`src/rtl/status_bars_if.sv`:
```
// ============================================================================
//  Module      : status_bars_if
//  Description : Pixel-write bus from the status-bar renderer to the
//                frame-buffer writer (valid/ready handshake plus X/Y/colour).
//  Revision    : 1.0 - initial release
// ============================================================================
`default_nettype none

interface status_bars_if;
    logic       pix_valid;
    logic       pix_ready;
    logic [8:0] X;
    logic [7:0] Y;
    logic [6:0] color_index;

    modport master (
        output pix_valid,
        output X,
        output Y,
        output color_index,
        input  pix_ready
    );

    modport slave (
        input  pix_valid,
        input  X,
        input  Y,
        input  color_index,
        output pix_ready
    );
endinterface

`default_nettype wire

```
`src/rtl/status_bars.sv`:
```
// ============================================================================
//  Module      : status_bars
//  Description : Renders NUM_BARS framed, proportionally filled HUD bars as a
//                back-pressured pixel stream. Optional macro:
//                STATUS_BARS_LOW_WARN_EN (blinking low-value fill colour).
//  Revision    : 1.0 - initial release
// ============================================================================
`default_nettype none

module status_bars #(
    parameter int         NUM_BARS    = 4,
    parameter int         VAL_W       = 7,
    parameter int         BAR_LEN     = 100,
    parameter int         HEIGHT      = 6,
    parameter int         START_X     = 40,
    parameter int         START_Y     = 10,
    parameter int         PITCH       = 10,
    parameter logic [6:0] FRAME_COLOR = 7'h7F,
    parameter logic [6:0] ALERT_COLOR = 7'b1010100
) (
    input  wire logic                      clk,
    input  wire logic                      rst_n,
    input  wire logic                      start_i,
    input  wire logic [NUM_BARS*VAL_W-1:0] values_i,
    input  wire logic [NUM_BARS*7-1:0]     fill_colors_i,
    input  wire logic [NUM_BARS-1:0]       alert_i,
    input  wire logic                      blink_i,
    status_bars_if.master                  pix,
    output logic                           busy_o,
    output logic                           done_o
);

    localparam int               BAR_W         = (NUM_BARS > 1) ? $clog2(NUM_BARS) : 1;
    localparam logic [8:0]       C_X0          = 9'(START_X);
    localparam logic [8:0]       C_X_LAST      = 9'(BAR_LEN + 1);
    localparam logic [7:0]       C_Y0          = 8'(START_Y);
    localparam logic [7:0]       C_Y_LAST      = 8'(HEIGHT + 1);
    localparam logic [7:0]       C_FILL_Y_LAST = 8'(HEIGHT - 1);
    localparam logic [BAR_W-1:0] C_LAST_BAR    = BAR_W'(NUM_BARS - 1);
    localparam logic [VAL_W-1:0] C_VAL_MAX     = VAL_W'(BAR_LEN);
`ifdef STATUS_BARS_LOW_WARN_EN
    localparam logic [VAL_W-1:0] C_WARN_LIM    = VAL_W'(BAR_LEN / 4);
    localparam logic [6:0]       C_WARN_COLOR  = 7'b1110000;
`endif

    typedef enum logic [1:0] {
        S_IDLE  = 2'd0,
        S_FRAME = 2'd1,
        S_FILL  = 2'd2,
        S_DONE  = 2'd3
    } state_t;

    state_t             state_q, state_d;
    logic [BAR_W-1:0]   bar_q, bar_d;
    logic [8:0]         x_q, x_d;
    logic [7:0]         y_q, y_d;
    logic [VAL_W-1:0]   val_q [NUM_BARS];
    logic [VAL_W-1:0]   val_d [NUM_BARS];
    logic [6:0]         col_q [NUM_BARS];
    logic [6:0]         col_d [NUM_BARS];
    logic [NUM_BARS-1:0] alert_q, alert_d;
    logic               valid_q, valid_d;
    logic [8:0]         X_q, X_d;
    logic [7:0]         Y_q, Y_d;
    logic [6:0]         color_q, color_d;
    logic               busy_q, busy_d;
    logic               done_q, done_d;

    logic               w_accept;
    logic               w_emit;
    logic               w_row_end;
    logic               w_bar_end;
    logic [8:0]         w_cur_val;

    always_ff @(posedge clk or negedge rst_n) begin
        if (!rst_n) begin
            state_q <= S_IDLE;
            bar_q   <= '0;
            x_q     <= '0;
            y_q     <= '0;
            val_q   <= '{default: '0};
            col_q   <= '{default: '0};
            alert_q <= '0;
            valid_q <= 1'b0;
            X_q     <= '0;
            Y_q     <= '0;
            color_q <= '0;
            busy_q  <= 1'b0;
            done_q  <= 1'b0;
        end else begin
            state_q <= state_d;
            bar_q   <= bar_d;
            x_q     <= x_d;
            y_q     <= y_d;
            val_q   <= val_d;
            col_q   <= col_d;
            alert_q <= alert_d;
            valid_q <= valid_d;
            X_q     <= X_d;
            Y_q     <= Y_d;
            color_q <= color_d;
            busy_q  <= busy_d;
            done_q  <= done_d;
        end
    end

    // Counters track the pixel currently on the bus; the next pixel is
    // computed and registered only when the current one is accepted.
    always_comb begin
        state_d   = state_q;
        bar_d     = bar_q;
        x_d       = x_q;
        y_d       = y_q;
        val_d     = val_q;
        col_d     = col_q;
        alert_d   = alert_q;
        valid_d   = valid_q;
        X_d       = X_q;
        Y_d       = Y_q;
        color_d   = color_q;
        busy_d    = busy_q;
        done_d    = 1'b0;
        w_accept  = valid_q && pix.pix_ready;
        w_emit    = 1'b0;
        w_row_end = 1'b0;
        w_bar_end = 1'b0;
        w_cur_val = 9'(val_q[bar_q]);

        case (state_q)
            S_IDLE: begin
                if (start_i) begin
                    for (int i = 0; i < NUM_BARS; i++) begin
                        val_d[i] = (values_i[i*VAL_W +: VAL_W] > C_VAL_MAX) ?
                                   C_VAL_MAX : values_i[i*VAL_W +: VAL_W];
                        col_d[i] = fill_colors_i[i*7 +: 7];
                    end
                    alert_d = alert_i;
                    bar_d   = '0;
                    x_d     = '0;
                    y_d     = '0;
                    busy_d  = 1'b1;
                    state_d = S_FRAME;
                    w_emit  = 1'b1;
                end
            end
            S_FRAME: begin
                if (w_accept) begin
                    w_emit = 1'b1;
                    if (y_q == 8'd0 || y_q == C_Y_LAST) begin
                        if (x_q != C_X_LAST) x_d = x_q + 9'd1;
                        else                 w_row_end = 1'b1;
                    end else if (x_q == 9'd0) begin
                        x_d = C_X_LAST;
                    end else begin
                        w_row_end = 1'b1;
                    end
                    if (w_row_end) begin
                        x_d = '0;
                        if (y_q != C_Y_LAST) begin
                            y_d = y_q + 8'd1;
                        end else if (w_cur_val != 9'd0) begin
                            state_d = S_FILL;
                            y_d     = '0;
                        end else begin
                            w_bar_end = 1'b1;
                        end
                    end
                end
            end
            S_FILL: begin
                if (w_accept) begin
                    w_emit = 1'b1;
                    if (x_q != w_cur_val - 9'd1) begin
                        x_d = x_q + 9'd1;
                    end else begin
                        x_d = '0;
                        if (y_q != C_FILL_Y_LAST) y_d = y_q + 8'd1;
                        else                      w_bar_end = 1'b1;
                    end
                end
            end
            S_DONE:  state_d = S_IDLE;
            default: state_d = S_IDLE;
        endcase

        if (w_bar_end) begin
            x_d = '0;
            y_d = '0;
            if (bar_q != C_LAST_BAR) begin
                bar_d   = bar_q + BAR_W'(1);
                state_d = S_FRAME;
            end else begin
                state_d = S_DONE;
                w_emit  = 1'b0;
                valid_d = 1'b0;
                busy_d  = 1'b0;
                done_d  = 1'b1;
            end
        end

        if (w_emit) begin
            valid_d = 1'b1;
            Y_d     = C_Y0 + 8'(32'(bar_d) * PITCH) + y_d;
            if (state_d == S_FILL) begin
                X_d     = C_X0 + x_d + 9'd1;
                Y_d     = Y_d + 8'd1;
                color_d = col_d[bar_d];
`ifdef STATUS_BARS_LOW_WARN_EN
                if (val_d[bar_d] < C_WARN_LIM && blink_i) color_d = C_WARN_COLOR;
`endif
            end else begin
                X_d     = C_X0 + x_d;
                color_d = (alert_d[bar_d] && blink_i) ? ALERT_COLOR : FRAME_COLOR;
            end
        end
    end

    assign pix.pix_valid   = valid_q;
    assign pix.X           = X_q;
    assign pix.Y           = Y_q;
    assign pix.color_index = color_q;
    assign busy_o          = busy_q;
    assign done_o          = done_q;

endmodule

`default_nettype wire
```
`src/flat_wrapper.sv`:
```
// flat-port wrapper written by rule: the top's interface ports become plain ports
module status_bars_flat 
#(
    parameter int         NUM_BARS    = 4,
    parameter int         VAL_W       = 7,
    parameter int         BAR_LEN     = 100,
    parameter int         HEIGHT      = 6,
    parameter int         START_X     = 40,
    parameter int         START_Y     = 10,
    parameter int         PITCH       = 10,
    parameter logic [6:0] FRAME_COLOR = 7'h7F,
    parameter logic [6:0] ALERT_COLOR = 7'b1010100
)
  (clk, rst_n, start_i, values_i, fill_colors_i, alert_i, blink_i, busy_o, done_o, pix_pix_valid, pix_X, pix_Y, pix_color_index, pix_pix_ready);
  status_bars_if pix_i ();
  input  wire logic clk;
  input  wire logic rst_n;
  input  wire logic start_i;
  input  wire logic [NUM_BARS*VAL_W-1:0] values_i;
  input  wire logic [NUM_BARS*7-1:0] fill_colors_i;
  input  wire logic [NUM_BARS-1:0] alert_i;
  input  wire logic blink_i;
  output logic busy_o;
  output logic done_o;
  output wire logic [$bits(pix_i.pix_valid)-1:0] pix_pix_valid;
  output wire logic [$bits(pix_i.X)-1:0] pix_X;
  output wire logic [$bits(pix_i.Y)-1:0] pix_Y;
  output wire logic [$bits(pix_i.color_index)-1:0] pix_color_index;
  input wire logic [$bits(pix_i.pix_ready)-1:0] pix_pix_ready;
  assign pix_pix_valid = pix_i.pix_valid;
  assign pix_X = pix_i.X;
  assign pix_Y = pix_i.Y;
  assign pix_color_index = pix_i.color_index;
  assign pix_i.pix_ready = pix_pix_ready;
  status_bars #(.NUM_BARS(NUM_BARS), .VAL_W(VAL_W), .BAR_LEN(BAR_LEN), .HEIGHT(HEIGHT), .START_X(START_X), .START_Y(START_Y), .PITCH(PITCH), .FRAME_COLOR(FRAME_COLOR), .ALERT_COLOR(ALERT_COLOR)) u_core (.clk(clk), .rst_n(rst_n), .start_i(start_i), .values_i(values_i), .fill_colors_i(fill_colors_i), .alert_i(alert_i), .blink_i(blink_i), .pix(pix_i), .busy_o(busy_o), .done_o(done_o));
endmodule
```
`config.mk`:
```
export PLATFORM = sky130hd
export DESIGN_NAME = status_bars_flat
export DESIGN_NICKNAME = d
export VERILOG_FILES = /design/src/rtl/status_bars_if.sv /design/src/rtl/status_bars.sv /design/src/flat_wrapper.sv
export SDC_FILE = /design/constraint.sdc
export NUM_CORES = 1
export LEC_CHECK = 0
export CAP_MARGIN = 40
export CELL_PAD_IN_SITES_DETAIL_PLACEMENT = 1
export CELL_PAD_IN_SITES_GLOBAL_PLACEMENT = 1
export CORE_MARGIN = 5
export CORE_UTILIZATION = 38
export DETAILED_ROUTE_END_ITERATION = 6
export PLACE_DENSITY_LB_ADDON = 0.1
export RECOVER_POWER = 25
export SYNTH_ARGS = -nofsm -noshare
export SYNTH_HDL_FRONTEND = slang
export SYNTH_SLANG_ARGS = --single-unit
```
`constraint.sdc`:
```
create_clock -name clk -period 4.95 [get_ports clk]
set_clock_uncertainty 0.2 [all_clocks]
set_input_delay 0.7425 -clock clk [delete_from_list [all_inputs] [get_ports clk]]
set_output_delay 0.7425 -clock clk [all_outputs]
set_load 0.1 [all_outputs]
```
=== After elaboration in Yosys (flattened, before gate mapping) ===
Cells that the tools add are included.

* Register bits after elaboration: 108
* Logic and storage cells: 139

* Equality and inequality tests: 11
* $lt $le $gt $ge: 7
* Reduce and logical (&&, ||, !) cells: 11
* Multipliers: 1
* $add $sub $neg: 9
* Bitwise operators: 2
* Mux-type cells: 79

{| class="wikitable"
|+ Operator list
! operator !! number
|-
| $mux 9 || 10
|-
| $mux 8 || 10
|-
| $mux 7 || 9
|-
| $mux 28 || 2
|-
| $bmux 7 s2 || 2
|-
| $gt 7x7->1 const B || 4
|-
| $pmux 9 s3 || 1
|-
| $mux 1 || 26
|-
| $pmux 8 s3 || 1
|-
| $mux 2 || 11
|-
| $add 9x1->9 const B || 2
|-
| $add 8x1->8 const B || 2
|-
| $ne 8x3->1 const B || 2
|-
| $add 6x9->9 const A || 1
|-
| $logic_not 9->1 || 1
|-
| $ne 9x7->1 const B || 1
|-
| $ne 9x9->1 || 1
|-
| $add 8x8->8 || 1
|-
| $eq 8x3->1 const B || 1
|-
| $logic_not 8->1 || 1
|-
| $mux 4 || 2
|-
| $sub 7x1->8 const B || 1
|-
| $add 4x6->7 const A || 1
|-
| $reduce_bool 7->1 || 1
|-
| other kinds (19) || 26
|}

=== Longest topological paths before layout ===
* Depth after elaboration: 16
* Gate-level depth with buffers: 25
* Mapped depth without buffers: 24

=== Worst setup path before layout ===
No wires, ideal clock.

* Path type: flip-flop to flip-flop
* Start: reg u_core.bar_q[0]
* End: reg u_core.Y_q[7] (netlist: u_core.pix.Y[7])
* Library setup time: 76 ps
* Cell stages (with the launch flop): 22
* Arrival: 5141 ps
* Setup slack: -467 ps
* Cell sequence: dfrtp_1 -> buf_6 -> mux4_2 -> inv_1 -> ha_1 -> nand3_1 -> nor4_1 -> o21a_1 -> mux2i_1 -> buf_2 -> xnor2_1 -> fa_1 -> a21o_1 -> a21oi_1 -> xnor2_1 -> inv_1 -> nor2_1 -> inv_1 -> o41ai_1 -> mux2i_1 -> xor2_1 -> o21ai_1

* Word-level cells in the longest chain between the ends: 16

{| class="wikitable"
|+ Ends and longest elaborated chain
! what !! RTL line !! RTL
|-
| start: declaration || status_bars.sv:54 || <nowiki>logic [BAR_W-1:0] bar_q, bar_d;</nowiki>
|-
| start signal: assignment || status_bars.sv:92 || <nowiki>bar_q <= bar_d;</nowiki>
|-
| branches (longest 16 deep; another with $sub 7x1->8) || n/a ||
|-
| end signal: assignment || status_bars.sv:100 || <nowiki>Y_q <= Y_d;</nowiki>
|-
| end: declaration || status_bars.sv:64 || <nowiki>logic [7:0] Y_q, Y_d;</nowiki>
|}

Parallel ways; which one is timed is not known. The select of a mux whose other input is x is not followed.
A chain may end at the register's enable or synchronous reset.

=== Worst setup path after layout ===
* Start: reg u_core.bar_q[0]
* End: reg u_core.Y_q[7] (netlist: u_core.pix.Y[7])

{| class="wikitable"
|+ RTL lines
! what !! RTL line !! RTL
|-
| $not 2->3 (not written as such) (*) || status_bars.sv:127 || <nowiki>w_cur_val = 9'(val_q[bar_q]);</nowiki>
|-
| $bmux 7 s2 (*) || status_bars.sv:127 ||
|-
| $mux 7 (not written as such) (*) (2 in series) || status_bars.sv:127 ||
|-
| branches (longest 6 deep; another with $sub 7x1->8) || n/a ||
|-
| $mux 8 (*) || status_bars.sv:186 || <nowiki>if (w_bar_end) begin</nowiki>
|-
| net u_core.y_d[1] || status_bars.sv:56 || <nowiki>logic [7:0] y_q, y_d;</nowiki>
|-
| $add 8x8->8 (*) || status_bars.sv:203 || <nowiki>Y_d = C_Y0 + 8'(32'(bar_d) * PITCH) + y_d;</nowiki>
|-
| $add 8x1->8 || status_bars.sv:206 || <nowiki>Y_d = Y_d + 8'd1;</nowiki>
|-
| $mux 8 (*) || status_bars.sv:204 || <nowiki>if (state_d == S_FILL) begin</nowiki>
|}

Mark *: on every way through the listed nets, which the timed path passes. The select of a mux whose other input is x is not followed.

==> run_results.csv <==
group,metric,value,unit
outcome,status,"complete, but fails checks",
outcome,violations,"capacitance limit, slew limit, setup timing",
layout,n_antenna_cell,0,
layout,register_area,2700,sq um
clock_network,numClockSinks,108,
synth,synth_warnings,0,
worst_setup_path,cp-endpoint,"u_core.pix.Y[7]",
routing,dr.pass1.iters,5,
synth,ys.flop_type,"dfrtp_1",
clock_network,clk_pin_slew_worst_paths,0.08,ns
synth,netlist_instances,729,
sta,slew_headroom,-50.0,%
worst_setup_path,r2r_cells,23,
placed_design,portBuffers,91,
clock_network,root_buffer,"clkbuf_16",
worst_setup_path,cp_cell_sequence,"buf_6 -> mux4_2 -> or3_1 -> a22o_1 -> and3_4 -> nor3_4 -> nand2_1 -> mux2_2 -> a22oi_2 -> o22a_1 -> nor2_1 -> ha_2 -> fa_2 -> a21o_1 -> a21oi_4 -> xnor2_2 -> inv_2 -> nor2_4 -> inv_1 -> o41ai_2 -> mux2i_1 -> xor2_1 -> o21ai_1",
pwr,seq_power_share,33.3,%
clock_network,ctsLongestPathBuffers,2,
routing,postRouteAntennaNets,0,
synth,synth_edf_count,0,
sta,worstMarginPinSlew,2.25,ns
routing,vias,6100,
sta,fin_ws,-0.220,ns
worst_setup_path,path_buf_inv,3,
pwr,comb_power_share,49.4,%
worst_setup_path,r2r-start,"u_core.bar_q[0]",
floorplan,io_pins,92,
floorplan,core,17100,sq um
sta,fmax,193,MHz
floorplan,die_h,142,um
layout,final_util,53.2,%
pwr,power_density,456,nW/um^2
grt,grt_pass1_wl,35.3,mm
routing,drt_iter0_drc,346,
floorplan,rows,48,
sta,rsz0062_at_grt,"yes",
routing,drt_wl_total,21.6,mm
clock_network,clk_latency,0.35,ns
synth,synth-async-reset-ratio,100,%
run,maxCapViolCount,2,
pwr,power_leakage,4.12,nW
floorplan,initial_core_util,38.4,%
worst_setup_path,arrival,5.25,ns
synth,seq_area_frac_synth,41.1,%
pwr,clock_power_share,17.3,%
layout,syn2layout_area_growth,38.4,%
synth,synthDistinctLibCells,80,
sta,drv_slew,83,
worst_setup_path,cp-startpoint,"u_core.bar_q[0]",
floorplan,fp.dieW,142,um
clock_network,cts-buffers-inserted,9,
synth,synthesis.nets,816,
sta,min_period,5.17,ns
worst_setup_path,start_kind,"register",
layout,multi_input_area,3790,sq um
pwr,swShare,42.9,%
pwr,peakVddDrop,0.253,mV
routing,vias_per_cell,5.42,
grt,grt_pass1_vias,6652,
worst_setup_path,critical_path.max_stage_delay,0.54,ns
grt,gr-total-overflow,0,
grt,antenna_found_initial,0,
sta,timing_hold_violations_final,0,
worst_setup_path,cpLargestDelayFamily,"compound AO/OA/AOI/OAI gates",
routing,drc,0,
clock_network,cts_max_level,3,
placed_design,preCtsSetupSlack,-0.450,ns
placed_design,place.gp.congestion,0.863,
floorplan,die-area,20000,sq um
pwr,p_sw,1.78,mW
clock_network,cts_tree,"built",
worst_setup_path,worst-path-stages,23,
grt,grt_usage,21.9,%
worst_setup_path,cp_data_required_time,5.03,ns
worst_setup_path,reg2reg_to,"u_core.pix.Y[7]",
worst_setup_path,path_max_fanout,5,
sta,setup_viol,2,
pwr,p_int,2.37,mW
grt,grt_max_degree,65,
worst_setup_path,rrSetupSlack,-0.22,ns
layout,nets,982,
worst_setup_path,crit_slowest_cell,"mux4_2",
hold_path,hold_class,"reg2reg",
placed_design,hpwlAfterDp,16.4,mm
sta,fin_crit_sh,104,%
routing,routedWlPerCell,19.2,um
worst_setup_path,critical_path_class,"reg2reg",
clock_network,cts_hold_buffers,0,
layout,layout-drive-gt1-share,20.2,%
synth,ys_ff_latch,108,
synth,syn_avg_cell_area,9.02,sq um
layout,nFillCells,1930,
worst_setup_path,cp-end-kind,"register",
synth,synth_area,6580,sq um
[synth_stat cells (10+ instances only)]
| cell | instances | area [sq um] |
|---|---|---|
| nor2_1 | 61 | 229 |
| inv_1 | 30 | 113 |
| nand3_1 | 19 | 95.1 |
| a31oi_1 | 10 | 62.6 |
| clkbuf_1 | 21 | 78.8 |
| dfrtp_1 | 108 | 2700 |
| a21oi_1 | 30 | 150 |
| o21ai_0 | 33 | 165 |
| nand2_1 | 165 | 619 |
| a22o_1 | 18 | 158 |
| xor2_1 | 14 | 123 |
| xnor2_1 | 18 | 158 |
| ha_1 | 21 | 263 |
| mux2i_1 | 22 | 220 |
[worst reg2reg max path: stages, from the launching register on]
cell and delay (ns):
dfrtp_2 0.42, buf_6 0.11, mux4_2 0.54, or3_1 0.38, a22o_1 0.18, and3_4 0.19
nor3_4 0.31, nand2_1 0.10, mux2_2 0.29, a22oi_2 0.12, o22a_1 0.16, nor2_1 0.06
ha_2 0.22, fa_2 0.34, a21o_1 0.20, a21oi_4 0.17, xnor2_2 0.15, inv_2 0.08
nor2_4 0.14, inv_1 0.07, o41ai_2 0.24, mux2i_1 0.14, xor2_1 0.16, o21ai_1 0.13
[through the flow]
stage / hold slack (ns) / setup TNS [ns] / total power, mW / instance area, sq um / std cells
after floorplan: 0.240 / -0.0476 / 2.64 / 6660 / 729
after global placement: 0.255 / -0.261 / 3.15 / 8090 / 1067
after detailed placement: 0.264 / -0.976 / 3.43 / 8590 / 1095
after CTS: 0.150 / -0.253 / 4.18 / 8950 / 1117
after global routing: 0.299 / -0.987 / 4.43 / 9100 / 1125
final: 0.279 / -0.334 / 4.15 / 9100 / 1125
[cells in the final DEF, fill, tap and decap left out, types with 4 or more instances in the layout]
cell and instances:
a211o_1 5, a211oi_2 4, a21o_1 5, a21oi_1 27, a22o_1 18, a31oi_1 10
and2_1 7, and3_1 6, buf_16 5, buf_4 65, buf_6 5, buf_8 22
clkbuf_16 9, clkdlybuf4s50_1 90, dfrtp_1 107, ha_1 18, inv_1 27, mux2i_1 21
mux4_2 7, nand2_1 164, nand2b_1 7, nand3_1 17, nand4_1 7, nor2_1 58
nor3_1 6, nor4b_1 4, o211ai_1 4, o21a_1 4, o21ai_0 30, o21ai_1 5
o22ai_1 5, or2_2 4, xnor2_1 15, xor2_1 12
[sequential cells by signal, summed over array words and instances (netlist names)]
signal,count
u_core.val_q,28
u_core.pix.color_index,7
u_core.x_q,9
u_core.y_q,8
u_core.pix.pix_valid,1
u_core.col_q,28
u_core.bar_q,2
u_core.pix.X,9
u_core.state_q,2
u_core.busy_o,1
u_core.done_o,1
u_core.alert_q,4
u_core.pix.Y,8
[area by class of cell]
class	count	share of cell area [%]
flip-flops and latches	108	29.7
inverters	30	1.24
repair buffers	189	21.2
well taps	225	3.09
multi-input cells	557	41.6
clock inverters	5	0.467
clock buffers	11	2.67
[layer usage]
metal	vias to the layer above	GRT usage [%]	share of wire [%]
met5	-	0	0
met4	0	5.66	1.4
met3	32	3.07	3.3
met2	129	37.1	50
met1	3066	29.4	45
li1	2873	-	-
[power by group through the flow]
stage / combinational [mW] / clock [mW] / sequential [mW]
floorplan: 0.973 / 0 / 1.66
global placement: 1.77 / 0 / 1.38
detailed placement: 2.03 / 0 / 1.40
CTS: 2.07 / 0.735 / 1.38
global route: 2.24 / 0.778 / 1.42
finish: 2.05 / 0.719 / 1.38
[cells by family (layout without fill, tap and decap cells)]
kind of cell	Yosys count	in the layout	synth area share, %
muxes	32	32	6.49
AOI/OAI and AO/OA	149	149	16.3
adders and majority gates	22	22	4.30
xor gates and xnor gates	33	33	4.51
and+or+nand+nor	321	321	23.0
DFF	108	108	41.1
buffers and inverters	64	235	4.32
[worst min-delay path by stage]
stage	end	depth (start not counted)	start	slack (ns)
floorplan	u_core.alert_q[2]	2	u_core.alert_q[2]	0.24
global placement	u_core.col_q[3]	2	u_core.col_q[3]	0.26
detailed placement	u_core.val_q[6]	2	u_core.val_q[6]	0.26
CTS	u_core.val_q[4]	1	rst_n	0.15
global route	u_core.col_q[3]	2	u_core.col_q[3]	0.30
finish	u_core.col_q[3]	2	u_core.col_q[3]	0.28
[repair_timing]
item,CTS,global route
resized for setup,7,23
pin swaps,5,14
setup endpoints to repair,3,4
buffers inserted,6,8
No activity file was read; power rests on OpenSTA's default activity.
